--- src/rtl/binary_mul_5_1_uni_core_if.sv ---
// ---------------------------------------------------------------------------
// binary_mul_5_1_uni_core_if
//
// Purpose: groups the operand/product signals of binary_mul_5_1_uni_core so
// that a producer and the multiplier core connect through one bundle.
//
// Signals:
//   en     pipeline advance enable (1 = advance, 0 = hold every stage)
//   A      5-bit unsigned multiplicand
//   B      5-bit unsigned multiplier
//   P      10-bit unsigned registered product A*B
//   valid  (only with BINARY_MUL_5_1_UNI_VALID_EN) P belongs to post-reset data
//
// Modports:
//   master  drives en/A/B, observes P (and valid)
//   slave   the multiplier core: receives en/A/B, drives P (and valid)
//
// Configuration macro: BINARY_MUL_5_1_UNI_VALID_EN adds the valid signal.
// ---------------------------------------------------------------------------
interface binary_mul_5_1_uni_core_if;
  logic       en;
  logic [4:0] A;
  logic [4:0] B;
  logic [9:0] P;
`ifdef BINARY_MUL_5_1_UNI_VALID_EN
  logic       valid;

  modport master (output en, output A, output B, input P, input valid);
  modport slave  (input en, input A, input B, output P, output valid);
`else
  modport master (output en, output A, output B, input P);
  modport slave  (input en, input A, input B, output P);
`endif
endinterface

--- src/rtl/binary_mul_5_1_uni_core.sv ---
// ---------------------------------------------------------------------------
// binary_mul_5_1_uni_core
//
// Purpose: unsigned 5x5 -> 10-bit multiplier, radix-2, one partial product per
// stage, fixed 6-stage register pipeline with a global stall.
//   Stage 0     : input register for A/B.
//   Stage k=1..5: acc_k = acc_(k-1) + ((A & {5{B[k-1]}}) << (k-1)),
//                 with acc_0 = 0; operands ride along to the next stage.
//   P           : the stage-5 accumulator register.
// Latency is 6 enabled edges; one new operand pair per enabled edge.
//
// Ports:
//   clk    clock, all state updates on the rising edge
//   rst_n  synchronous reset, ACTIVE-HIGH despite the name; beats en
//   bus    binary_mul_5_1_uni_core_if.slave (en, A, B, P [, valid])
//
// Configuration macro: BINARY_MUL_5_1_UNI_VALID_EN adds a 6-deep valid shift
// register whose output marks P as derived from post-reset operands.
// ---------------------------------------------------------------------------
module binary_mul_5_1_uni_core (
  input  logic                          clk,
  input  logic                          rst_n,
  binary_mul_5_1_uni_core_if.slave      bus
);

  // Operand copies: index 0 is the input register, index k is carried by
  // stage k. Stage 5 consumes operands from stage 4 and carries none further.
  logic [4:0] a_q [0:4];
  logic [4:0] b_q [0:4];
  logic [4:0] a_d [0:4];
  logic [4:0] b_d [0:4];

  // Accumulators of stages 1..5; acc_q[5] is the product.
  logic [9:0] acc_q [1:5];
  logic [9:0] acc_d [1:5];

  // Partial product for stage k, taken from stage k-1's operand copies.
  function automatic logic [9:0] partial (input logic [4:0] a,
                                          input logic       b_bit,
                                          input int         shift);
    logic [9:0] pp;
    pp = {5'd0, a & {5{b_bit}}};
    return pp << shift;
  endfunction

  // NOTE: every output of an always_comb gets a value before any branch, so no
  // path leaves it unassigned and no latch can be inferred.
  always_comb begin
    a_d[0] = bus.A;
    b_d[0] = bus.B;
    for (int k = 1; k <= 4; k++) begin
      a_d[k] = a_q[k-1];
      b_d[k] = b_q[k-1];
    end

    // Stage 1 starts from zero, so it has no upstream accumulator.
    acc_d[1] = partial(a_q[0], b_q[0][0], 0);
    for (int k = 2; k <= 5; k++) begin
      acc_d[k] = acc_q[k-1] + partial(a_q[k-1], b_q[k-1][k-1], k - 1);
    end
  end

  // NOTE: state registers use non-blocking assignments so every stage samples
  // its upstream neighbour's pre-edge value; blocking here would collapse the
  // pipeline into a single cycle.
  always_ff @(posedge clk) begin
    if (rst_n) begin
      // NOTE: every pipeline register is reset (not just a valid flag) because
      // P must read 0 until the first post-reset pair arrives, and zeroed
      // operands multiply to 0 as they drain.
      for (int k = 0; k <= 4; k++) begin
        a_q[k] <= '0;
        b_q[k] <= '0;
      end
      for (int k = 1; k <= 5; k++) begin
        acc_q[k] <= '0;
      end
    end else if (bus.en) begin
      for (int k = 0; k <= 4; k++) begin
        a_q[k] <= a_d[k];
        b_q[k] <= b_d[k];
      end
      for (int k = 1; k <= 5; k++) begin
        acc_q[k] <= acc_d[k];
      end
    end
  end

  assign bus.P = acc_q[5];

`ifdef BINARY_MUL_5_1_UNI_VALID_EN
  // One bit per stage; a 1 entering at stage 0 reaches bit 5 together with
  // its operands' product.
  logic [5:0] vld_q;
  logic [5:0] vld_d;

  always_comb begin
    vld_d = {vld_q[4:0], 1'b1};
  end

  always_ff @(posedge clk) begin
    if (rst_n) begin
      vld_q <= '0;
    end else if (bus.en) begin
      vld_q <= vld_d;
    end
  end

  assign bus.valid = vld_q[5];
`endif

endmodule

--- src/flat_wrapper.sv ---
// flat-port wrapper written by rule: the top's interface ports become plain ports
module binary_mul_5_1_uni_core_flat 
  (clk, rst_n, bus_en, bus_A, bus_B, bus_P);
  binary_mul_5_1_uni_core_if bus_i ();
  input  logic clk;
  input  logic rst_n;
  input wire logic [$bits(bus_i.en)-1:0] bus_en;
  input wire logic [$bits(bus_i.A)-1:0] bus_A;
  input wire logic [$bits(bus_i.B)-1:0] bus_B;
  output wire logic [$bits(bus_i.P)-1:0] bus_P;
  assign bus_i.en = bus_en;
  assign bus_i.A = bus_A;
  assign bus_i.B = bus_B;
  assign bus_P = bus_i.P;
  binary_mul_5_1_uni_core u_core (.clk(clk), .rst_n(rst_n), .bus(bus_i));
endmodule
--- config.mk ---
export PLATFORM = sky130hd
export DESIGN_NAME = binary_mul_5_1_uni_core_flat
export DESIGN_NICKNAME = d
export VERILOG_FILES = /design/src/rtl/binary_mul_5_1_uni_core_if.sv /design/src/rtl/binary_mul_5_1_uni_core.sv /design/src/flat_wrapper.sv
export SDC_FILE = /design/constraint.sdc
export NUM_CORES = 1
export LEC_CHECK = 0
export ABC_AREA = 0
export BUFFER_PORTS_ARGS = -buffer_cell sky130_fd_sc_hd__clkbuf_2
export CAP_MARGIN = 20
export CORE_ASPECT_RATIO = 0.6
export CORE_MARGIN = 2
export CORE_UTILIZATION = 44
export CTS_CLUSTER_SIZE = 24
export DETAILED_ROUTE_END_ITERATION = 8
export PLACE_DENSITY = 0.7
export RECOVER_POWER = 50
export SYNTH_ARGS = -nofsm -noshare
export SYNTH_HDL_FRONTEND = slang
export SYNTH_SLANG_ARGS = --single-unit
--- constraint.sdc ---
create_clock -name clk -period 4.2 [get_ports clk]
set_input_delay 0.63 -clock clk [delete_from_list [all_inputs] [get_ports clk]]
set_output_delay 0.63 -clock clk [all_outputs]
set_load 0.02 [all_outputs]
==> results_dict.tcl, run 1 <==
set metrics [dict create \
    finalHoldWorstSlack_ns 0.511 \
    clock_sinks 79 \
    yosys-top-cells-count "79 x edfxtp_1, 71 x and2_1, 19 x ha_1" \
    mappedNetlistArea_um2 3770 \
    grt_max_degree 80 \
    post_synthesis_sequential_area_ratio_pct 62.9 \
    synth_async_sr_flop_share_pct 0 \
    synthesis.yosys.warnings 0 \
    synthesis.area_per_instance_um2 13.5 \
    max_freq_mhz 386 \
    period_needed_ns 2.59 \
    total_i_o_pin_count 23 \
    floorplan.die_area_um2 9360 \
    clock_skew_after_layout_ns 0.00518 \
    crit_chain "clkbuf_1 -> nor2b_1 -> buf_16 -> nand3_2 -> o21ba_4" \
    grt-busiest-layer "met2" \
    dpl.hpwl_um 3100 \
    start_util_pct 44.8 \
    synth-edff-count 79 \
    clock_latency_ns 0.33 \
    grt_setup_unrepaired "no" \
    post_drt_wl_per_cell_um 11.9 \
    grt_pass1_vias 1959 \
    setup.worst_path.end_class "flip-flop" \
    routed_via_density 4.74 \
    clock-root-buffer "clkbuf_16" \
    critPathMaxStageDelay_ns 1.48 \
    finalCritPeriodShare_pct 61.6 \
    worstRegToRegCells 7 \
    stdcell_count 410 \
    cts_buffers 9 \
    tritoncts "built" \
    setup.worst_path.class "input port to flip-flop" \
    postCtsSetupBuffers 0 \
    result_of_the_run "finished with violations" \
    core_um2 8430 \
    place_inst 396 \
    violations "capacitance limit, slew limit" \
    fin_area_um2 4140 \
    setup_crit_start_kind "input port" \
    dr.first_iter.drc_count 67 \
    synth_most_common_cell "edfxtp_1" \
    timing.critical_path.required_ns 4.40 \
    layout.filler_cells 723 \
    drt-total-wl_um 4890 \
    timing.slew.headroom_pct -30.1 \
    met1_usage_pct 13.6 \
    floorplan_die_height_um 75.7 \
    netlist.area_leader.share_pct 62.9 \
    floorplan.rows 26 \
    area_delta_synth_final_pct 9.81 \
    worstReg2RegStart "u_core.b_q[0][6]" \
    insertedDiodeCount 0 \
    layout.nets 331 \
    hold_viol_final 0 \
    dpl_cell_area_um2 3920 \
    cts.htree.levels 3 \
    synth_ff_type "edfxtp_1" \
    drive_above_1_share_pct 9.73 \
    met3_track_demand_over_resource_in_global_routing_pct 6.74 \
    netlist.top_cell.by_area "edfxtp_1" \
    crit_path_end "u_core.acc_q[0][26]" \
    yosys.cell_types.count 34 \
    seq_cells_post_synth 79 \
    synth_area_leaders "edfxtp_1 63%, and2_1 12%, ha_1 6.3%" \
    p_leak_nw 1.68 \
    detail-route-antenna-nets 0 \
    timing.hold.worst.class "flip-flop to flip-flop" \
    cts-root-to-sink-buffers 2 \
    setup-violations-final 0 \
    clk_pin_slew_ns 0.05 \
    vdd.ir_drop.worst_uv 207 \
    crit_slowest_cell "nor2b_1" \
    timing.critical_path.from "bus_en" \
    mapped_cells 280 \
    drt_drc_violations_left 0 \
    power_density_nw_per_um2 409 \
    globalRoute.totalOverflow 0 \
    worst-endpoint-arrival_ns 2.79 \
    worstMarginPinSlew_ns 1.95 \
    num_vias 1942 \
    firstDrtPassIters 4 \
    dieWidth_um 124 \
    tns_ns 0 \
    holdBufCountCts 0 \
    grt_antenna_before_repair 0 \
    max-cap-violations 2 \
    port_buf_inserts 22 \
    global_route_wire_length_before_repair_um 8530 \
    totalPowerFinal_w 0.00170 \
    synth_fp_nets 316 \
    critPathMaxFanout 40 \
    post_cts.resized_instances 0 \
    place_congestion 0.774 \
    grt_use_total_pct 12.5 \
    worstReg2RegEnd "u_core.acc_q[0][25]" \
    r2r_slack_ns 2.24 \
    max_slew_violation_count 112 \
    grt_use_met2_pct 20.9 \
]
area by class of cell:
| class | count | area, um2 | area share [%] |
|---|---|---|---|
| clock buffer | 11 | 233 | 5.62 |
| clock inverter | 3 | 12.5 | 0.302 |
| inverter | 10 | 37.5 | 0.906 |
| multi-input combinational | 172 | 1220 | 29.6 |
| sequential | 79 | 2370 | 57.2 |
| tap | 112 | 140 | 3.38 |
| timing repair buffer | 23 | 124 | 2.99 |
cells in the final DEF, fill, tap and decap left out, types with 3 or more instances in the layout:
cell	n
clkbuf_16	9
mux2i_1	3
nor2b_1	5
edfxtp_1	79
fa_1	4
ha_1	19
a21oi_1	8
and2_0	30
and2_1	41
a211o_1	3
o21ai_0	5
nand3_1	3
or2_2	5
and3_1	5
nand2_1	9
inv_1	10
nor3b_1	4
clkbuf_1	13
clkbuf_2	11
nor2_1	11
nand2b_1	4
sequential cells by signal, indices dropped and copies added (netlist names):
name          cells
u_core.acc_q     39
u_core.a_q       25
u_core.b_q       15
how the worst min path moves through the flow:
| stage | start | cells after the start | end |
|---|---|---|---|
| 3_5_place_dp | u_core.acc_q[0][41] | 1 | u_core.acc_q[0][51] |
| 4_1_cts | u_core.b_q[0][2] | 1 | u_core.b_q[0][7] |
| 2_1_floorplan | u_core.acc_q[0][10] | 1 | u_core.acc_q[0][20] |
| 6_report | u_core.acc_q[0][42] | 1 | u_core.acc_q[0][52] |
| 3_3_place_gp | u_core.b_q[0][4] | 1 | u_core.b_q[0][9] |
| 5_1_grt | u_core.acc_q[0][32] | 1 | u_core.acc_q[0][42] |
critical path: cells and delay by family:
family | cells | cell delay [ns]
and+or+nand+nor | 2 | 1.58
AOI/OAI and AO/OA | 1 | 0.22
buffers and inverters | 2 | 0.35
cells by family (layout without fill, tap and decap cells):
logic type / count (synthesis) / in the layout / share of synthesized area, %
AOI/OAI and AO/OA: 23 / 23 / 4.05
xor gates and xnor gates: 1 / 1 / 0.232
adders and majority gates: 23 / 23 / 8.42
buffers and inverters: 29 / 47 / 4.48
DFF: 79 / 79 / 62.9
muxes: 3 / 3 / 0.796
and+or+nand+nor: 122 / 122 / 19.2
power breakdown:
group	internal [W]	switching (W)	leakage [nW]
Combinational	0.0000381	0.0000603	0.691
Sequential	0.000924	0.0000175	0.873
Clock	0.000388	0.000268	0.120
metal layers:
metal | share of wire, % | vias up | wire length [um]
met4 | 1.3 | 0 | 62
met2 | 48 | 35 | 2340
met3 | 5.9 | 6 | 290
met1 | 45 | 900 | 2200
li1 | - | 1001 | -
met5 | 0 | - | 0
metrics by stage:
step,util (%),setup WS [ns]
final,49.2,1.61
after global routing,49.2,1.37
after CTS,49.5,2.24
after detailed placement,46.6,2.18
after global placement,46.2,1.99
after floorplan,-,2.16
(Power assumes the default switching activity.)
==> run 2, diff against run 1 <==
--- a/config.mk
+++ b/config.mk
@@ -13,7 +13,7 @@
 export CORE_UTILIZATION = 44
 export CTS_CLUSTER_SIZE = 24
 export DETAILED_ROUTE_END_ITERATION = 8
-export PLACE_DENSITY = 0.7
+export PLACE_DENSITY = 0.72
 export RECOVER_POWER = 50
 export SYNTH_ARGS = -nofsm -noshare
 export SYNTH_HDL_FRONTEND = slang
==> constraint.sdc (replaced) <==
create_clock -name clk -period 2.1 [get_ports clk]
set_input_delay 0.315 -clock clk [delete_from_list [all_inputs] [get_ports clk]]
set_output_delay 0.315 -clock clk [all_outputs]
set_load 0.02 [all_outputs]
==> run 2 against run 1 <==
The run now ends clean. Cell count increased by 1.7%. Worst hold slack worse by 0.26 ns. Sequential power rose by 100%. Critical path type is now flip-flop to flip-flop. Highest routed layer unchanged.
==> results_dict.tcl, run 2 (synthesized netlist as in run 1, its figures left out) <==
set metrics [dict create \
    place_inst 401 \
    mostFrequentLayoutCells "79 x edfxtp_1, 71 x and2_1, 21 x clkbuf_2" \
    grt_setup_unrepaired "no" \
    globalRoute.totalOverflow 0 \
    hold_path_end "u_core.b_q[0][0]" \
    place_congestion 0.776 \
    drt-total-wl_um 5040 \
    max_flop_register "u_core.acc_q" \
    finalCritPeriodShare_pct 91.3 \
    result_of_the_run "complete, no violations" \
    setup.worst_path.class "flip-flop to flip-flop" \
    start_util_pct 44.8 \
    grt_use_total_pct 12.9 \
    layout.core_utilization_pct 49.9 \
    floorplan.die_area_um2 9360 \
    layout_commonest_cell "edfxtp_1" \
    setup_crit_start_kind "flip-flop" \
    core_um2 8430 \
    dpl.hpwl_um 3420 \
    hold_depth 2 \
    timing.hold.worst.class "input port to flip-flop" \
    drt_drc_violations_left 0 \
    hold_viol_final 0 \
    r2r_slack_ns 0.18 \
    p_leak_nw 1.77 \
    worstReg2RegEnd "u_core.acc_q[0][25]" \
    post_drt_wl_per_cell_um 12.1 \
    max_freq_mhz 521 \
    global_route_wire_length_before_repair_um 8700 \
    setup-violations-final 0 \
    postCtsSetupBuffers 0 \
    clock_skew_after_layout_ns 0.00367 \
    tns_ns 0 \
    timing.slew.headroom_pct 25.3 \
    critPathMaxStageDelay_ns 0.42 \
    stdcell_count 417 \
    floorplan.rows 26 \
    drive_above_1_share_pct 14.4 \
    clk_pin_slew_ns 0.05 \
    max-cap-violations 0 \
    min_from "bus_B[0]" \
    total_i_o_pin_count 23 \
    timing.critical_path.required_ns 2.28 \
    floorplan_die_height_um 75.7 \
    grt_pass1_vias 1925 \
    clock_latency_ns 0.33 \
    worstMarginPinSlew_ns 1.11 \
    port_buf_inserts 22 \
    preCtsSetupSlack_ns 0.172 \
    clock_sinks 79 \
    period_needed_ns 1.92 \
    firstDrtPassIters 4 \
    post-route-worst-setup-slack_ns 0.182 \
    holdBufCountCts 0 \
    setup.worst_path.end_class "flip-flop" \
    totalPowerFinal_w 0.00355 \
    grt_antenna_before_repair 0 \
    worst-endpoint-arrival_ns 2.10 \
    insertedDiodeCount 0 \
    worstRegToRegCells 7 \
    crit_chain "and2_1 -> ha_1 -> inv_1 -> fa_1 -> nand2b_1 -> a21oi_1 -> mux2i_1" \
    detail-route-antenna-nets 0 \
    critPathMaxFanout 6 \
    clock-root-buffer "clkbuf_16" \
    cts-root-to-sink-buffers 2 \
    post_cts.resized_instances 0 \
    grt_max_degree 38 \
    dr.first_iter.drc_count 145 \
    power_density_nw_per_um2 846 \
    crit_slowest_cell "edfxtp_1" \
    area_delta_synth_final_pct 11.4 \
    largest_reg_flops 39 \
    num_vias 1961 \
    vdd.ir_drop.worst_uv 432 \
    tritoncts "built" \
    routed_via_density 4.70 \
    dieWidth_um 124 \
    cts.htree.levels 3 \
    worstReg2RegStart "u_core.b_q[0][6]" \
    largestRegisters "u_core.acc_q (39), u_core.a_q (25), u_core.b_q (15)" \
    layout.nets 336 \
    cts_buffers 9 \
    max_slew_violation_count 0 \
]
## run 2: cell count changes in the layout (fill, tap and decap cells not counted), moves of 3 or more
cell | before | now
clkbuf_1 | 13 | 5
clkbuf_2 | 11 | 21
buf_4 | 0 | 3
and2_0 | 30 | 0
and2_1 | 41 | 71
## run 2: how the worst max path moves through the flow
stage	start	end
finish	u_core.b_q[0][6]	u_core.acc_q[0][25]
floorplan	u_core.b_q[0][6]	u_core.acc_q[0][25]
CTS	u_core.b_q[0][6]	u_core.acc_q[0][25]
detailed placement	u_core.b_q[0][6]	u_core.acc_q[0][25]
global route	u_core.b_q[0][6]	u_core.acc_q[0][25]
global placement	u_core.b_q[0][6]	u_core.acc_q[0][25]
## run 2: worst max-delay path: cells and delay by family, from the launching register on
family | cells | cell delay [ns]
mux | 1 | 0.20
simple gates | 2 | 0.34
fa+ha+maj | 2 | 0.57
compound gates | 1 | 0.17
flops | 1 | 0.42
buf+inv | 1 | 0.06
## run 2: area by class of cell
cell class | instances | area, um2
clock buffer | 10 | 229
fill | 733 | 4220
clock inverter | 6 | 51.3
sequential | 79 | 2370
timing repair buffer | 28 | 143
inverter | 10 | 37.5
tap | 112 | 140
multi-input combinational | 172 | 1230
## run 2: per-layer routing
metal  share of wire [%]  GRT usage (%)  up-vias
li1                    -              -     1012
met1                  45           13.9      911
met2                  48           21.6       30
met3                 4.9           6.59        8
met4                 1.8           6.44        0
met5                   0              0        -
## run 2: power breakdown
group          internal, W  total, W  switching (W)
sequential         0.00185   0.00188      0.0000360
combinational    0.0000809  0.000202       0.000121
clock             0.000903   0.00147       0.000568
## run 2: through the flow
step | hold slack [ns] | area (um2)
final | 0.252 | 4200
after global routing | 0.247 | 4200
after CTS | 0.242 | 4230
after detailed placement | 0.503 | 3950
after global placement | 0.499 | 3950
after floorplan | 0.497 | 3770
==> run 3, diff against run 2 <==
--- a/config.mk
+++ b/config.mk
@@ -10,10 +10,10 @@
 export CAP_MARGIN = 20
 export CORE_ASPECT_RATIO = 0.6
 export CORE_MARGIN = 2
-export CORE_UTILIZATION = 44
+export CORE_UTILIZATION = 54
 export CTS_CLUSTER_SIZE = 24
 export DETAILED_ROUTE_END_ITERATION = 8
-export PLACE_DENSITY = 0.72
+export PLACE_DENSITY = 0.84
 export RECOVER_POWER = 50
 export SYNTH_ARGS = -nofsm -noshare
 export SYNTH_HDL_FRONTEND = slang
==> run 3 against run 2 <==
Cell area hardly changed. Critical endpoint is now u_core.acc_q[0][26]. Largest cell class unchanged. Die area fell by 18%. Setup slack lost 0.068 ns. Largest power group unchanged.
==> results_dict.tcl, run 3 (synthesized netlist as in run 1, its figures left out) <==
set metrics [dict create \
    floorplan.rows 23 \
    drt_drc_violations_left 0 \
    clock_power_share_pct 38.6 \
    p_leak_nw 1.77 \
    routed_via_density 5.08 \
    total_i_o_pin_count 23 \
    timing.hold.worst.class "input port to flip-flop" \
    area_delta_synth_final_pct 11.3 \
    tns_ns 0 \
    met1_usage_pct 15.2 \
    tritoncts "built" \
    clock_sinks 79 \
    vdd.ir_drop.worst_uv 581 \
    port_buf_inserts 22 \
    grt_max_degree 37 \
    timing.slew.headroom_pct 13.9 \
    power.share.sequential_pct 55.0 \
    worstReg2RegStart "u_core.b_q[0][6]" \
    setup_crit_start_kind "flip-flop" \
    place_congestion 0.825 \
    max_freq_mhz 504 \
    clk_pin_slew_ns 0.05 \
    grt_setup_unrepaired "no" \
    grt_use_total_pct 15.4 \
    drive_above_1_share_pct 15.4 \
    finalHoldWorstSlack_ns 0.256 \
    r2r_slack_ns 0.11 \
    floorplan_die_height_um 68.8 \
    critPathMaxFanout 6 \
    net-switching-power_w 0.000709 \
    core_um2 6710 \
    globalRoute.totalOverflow 0 \
    start_util_pct 56.3 \
    max_slew_violation_count 0 \
    mostFrequentLayoutCells "79 x edfxtp_1, 49 x and2_1, 22 x and2_0, 22 x clkbuf_2, 19 x ha_1" \
    period_needed_ns 1.99 \
    finalCritPeriodShare_pct 94.6 \
    dr.first_iter.drc_count 133 \
    hold_depth 2 \
    grt_use_met2_pct 27.0 \
    area_used_by_multi_input_combinational_logic_um2 1230 \
    firstDrtPassIters 4 \
    floorplan.die_area_um2 7700 \
    worstMarginPinSlew_ns 1.29 \
    clock_latency_ns 0.34 \
    hold_viol_final 0 \
    setup-violations-final 0 \
    largestRegisters "u_core.acc_q (39), u_core.a_q (25), u_core.b_q (15)" \
    timing.critical_path.required_ns 2.19 \
    layout.filler_cells 517 \
    setup.worst_path.end_class "flip-flop" \
    global_route_wire_length_before_repair_um 8660 \
    detail-route-antenna-nets 0 \
    drt-total-wl_um 5170 \
    cts-root-to-sink-buffers 2 \
    grt_antenna_before_repair 0 \
    worst-endpoint-arrival_ns 2.08 \
    worstReg2RegEnd "u_core.acc_q[0][26]" \
    cts_buffers 9 \
    max_flop_register "u_core.acc_q" \
    worstRegToRegCells 7 \
    register_area_um2 2370 \
    hold_path_end "u_core.a_q[0][0]" \
    clock-root-buffer "clkbuf_16" \
    post_drt_wl_per_cell_um 13.1 \
    min_from "bus_A[0]" \
    insertedDiodeCount 0 \
    dpl.hpwl_um 3460 \
    grt_pass1_vias 2011 \
    setup.worst_path.class "flip-flop to flip-flop" \
    grt-busiest-layer "met2" \
    layout_commonest_cell "edfxtp_1" \
    max-cap-violations 0 \
    switching_share_pct 20.7 \
    power.internal_w 0.00271 \
    clock_skew_after_layout_ns 0.00441 \
    cts.htree.levels 3 \
    dieWidth_um 112 \
    share_comb_of_total_power_pct 6.4 \
    largest_reg_flops 39 \
    num_vias 1998 \
    met3_track_demand_over_resource_in_global_routing_pct 6.99 \
    power_density_nw_per_um2 814 \
    stdcell_count 393 \
    place_inst 375 \
    layout.nets 337 \
    result_of_the_run "complete, no violations" \
]
==> run 3: how the worst max path moves through the flow <==
| stage | startpoint | endpoint | cells past startpoint |
|---|---|---|---|
| detailed placement | u_core.b_q[0][6] | u_core.acc_q[0][25] | 7 |
| CTS | u_core.b_q[0][6] | u_core.acc_q[0][25] | 7 |
| floorplan | u_core.b_q[0][6] | u_core.acc_q[0][25] | 7 |
| global placement | u_core.b_q[0][6] | u_core.acc_q[0][25] | 7 |
| global route | u_core.b_q[0][6] | u_core.acc_q[0][25] | 7 |
| finish | u_core.b_q[0][6] | u_core.acc_q[0][26] | 7 |
==> run 3: repair_timing <==
| item | CTS | global route |
|---|---|---|
| resized for setup | 0 | 1 |
| buffers inserted | 0 | 2 |
| setup endpoints to repair | 0 | 1 |
| hold buffers | 0 | 0 |
==> run 3: worst max-delay path, stage by stage (launching register included) <==
cell      delay, ns
edfxtp_1       0.44
buf_4          0.16
nand2_1        0.12
inv_1          0.07
ha_1           0.30
a211oi_1       0.32
nor3b_1        0.13
o21ba_4        0.21
==> run 3: cell type report <==
type	count	share of cell area [%]
clock buffer	9	5.36
clock inverter	7	0.715
inverter	10	0.894
multi-input combinational	172	29.3
sequential	79	56.5
tap	87	2.59
timing repair buffer	29	4.68
==> run 3: stage by stage <==
step	instance area (um2)	total power (W)	setup WS [ns]	utilization, %
after floorplan	3770	0.00207	0.340	-
final	4200	0.00342	0.114	62.6
after global routing	4200	0.00358	0.000214	62.6
after CTS	4190	0.00347	0.0647	62.5
after global placement	3940	0.00212	0.287	58.7
after detailed placement	3940	0.00213	0.0773	58.7
==> run 3: power by group through the flow <==
stage,sequential (W),clock (W),combinational [W]
after floorplan,0.00190,0,0.000170
after global placement,0.00191,0,0.000208
after detailed placement,0.00191,0,0.000218
after CTS,0.00188,0.00137,0.000220
after global routing,0.00189,0.00144,0.000247
final,0.00188,0.00132,0.000219
==> run 3: layer usage <==
layer | vias to the layer above | share of wire, %
li1 | 1014 | -
met2 | 59 | 48
met4 | 0 | 3.6
met5 | - | 0
met3 | 18 | 6.2
met1 | 907 | 42
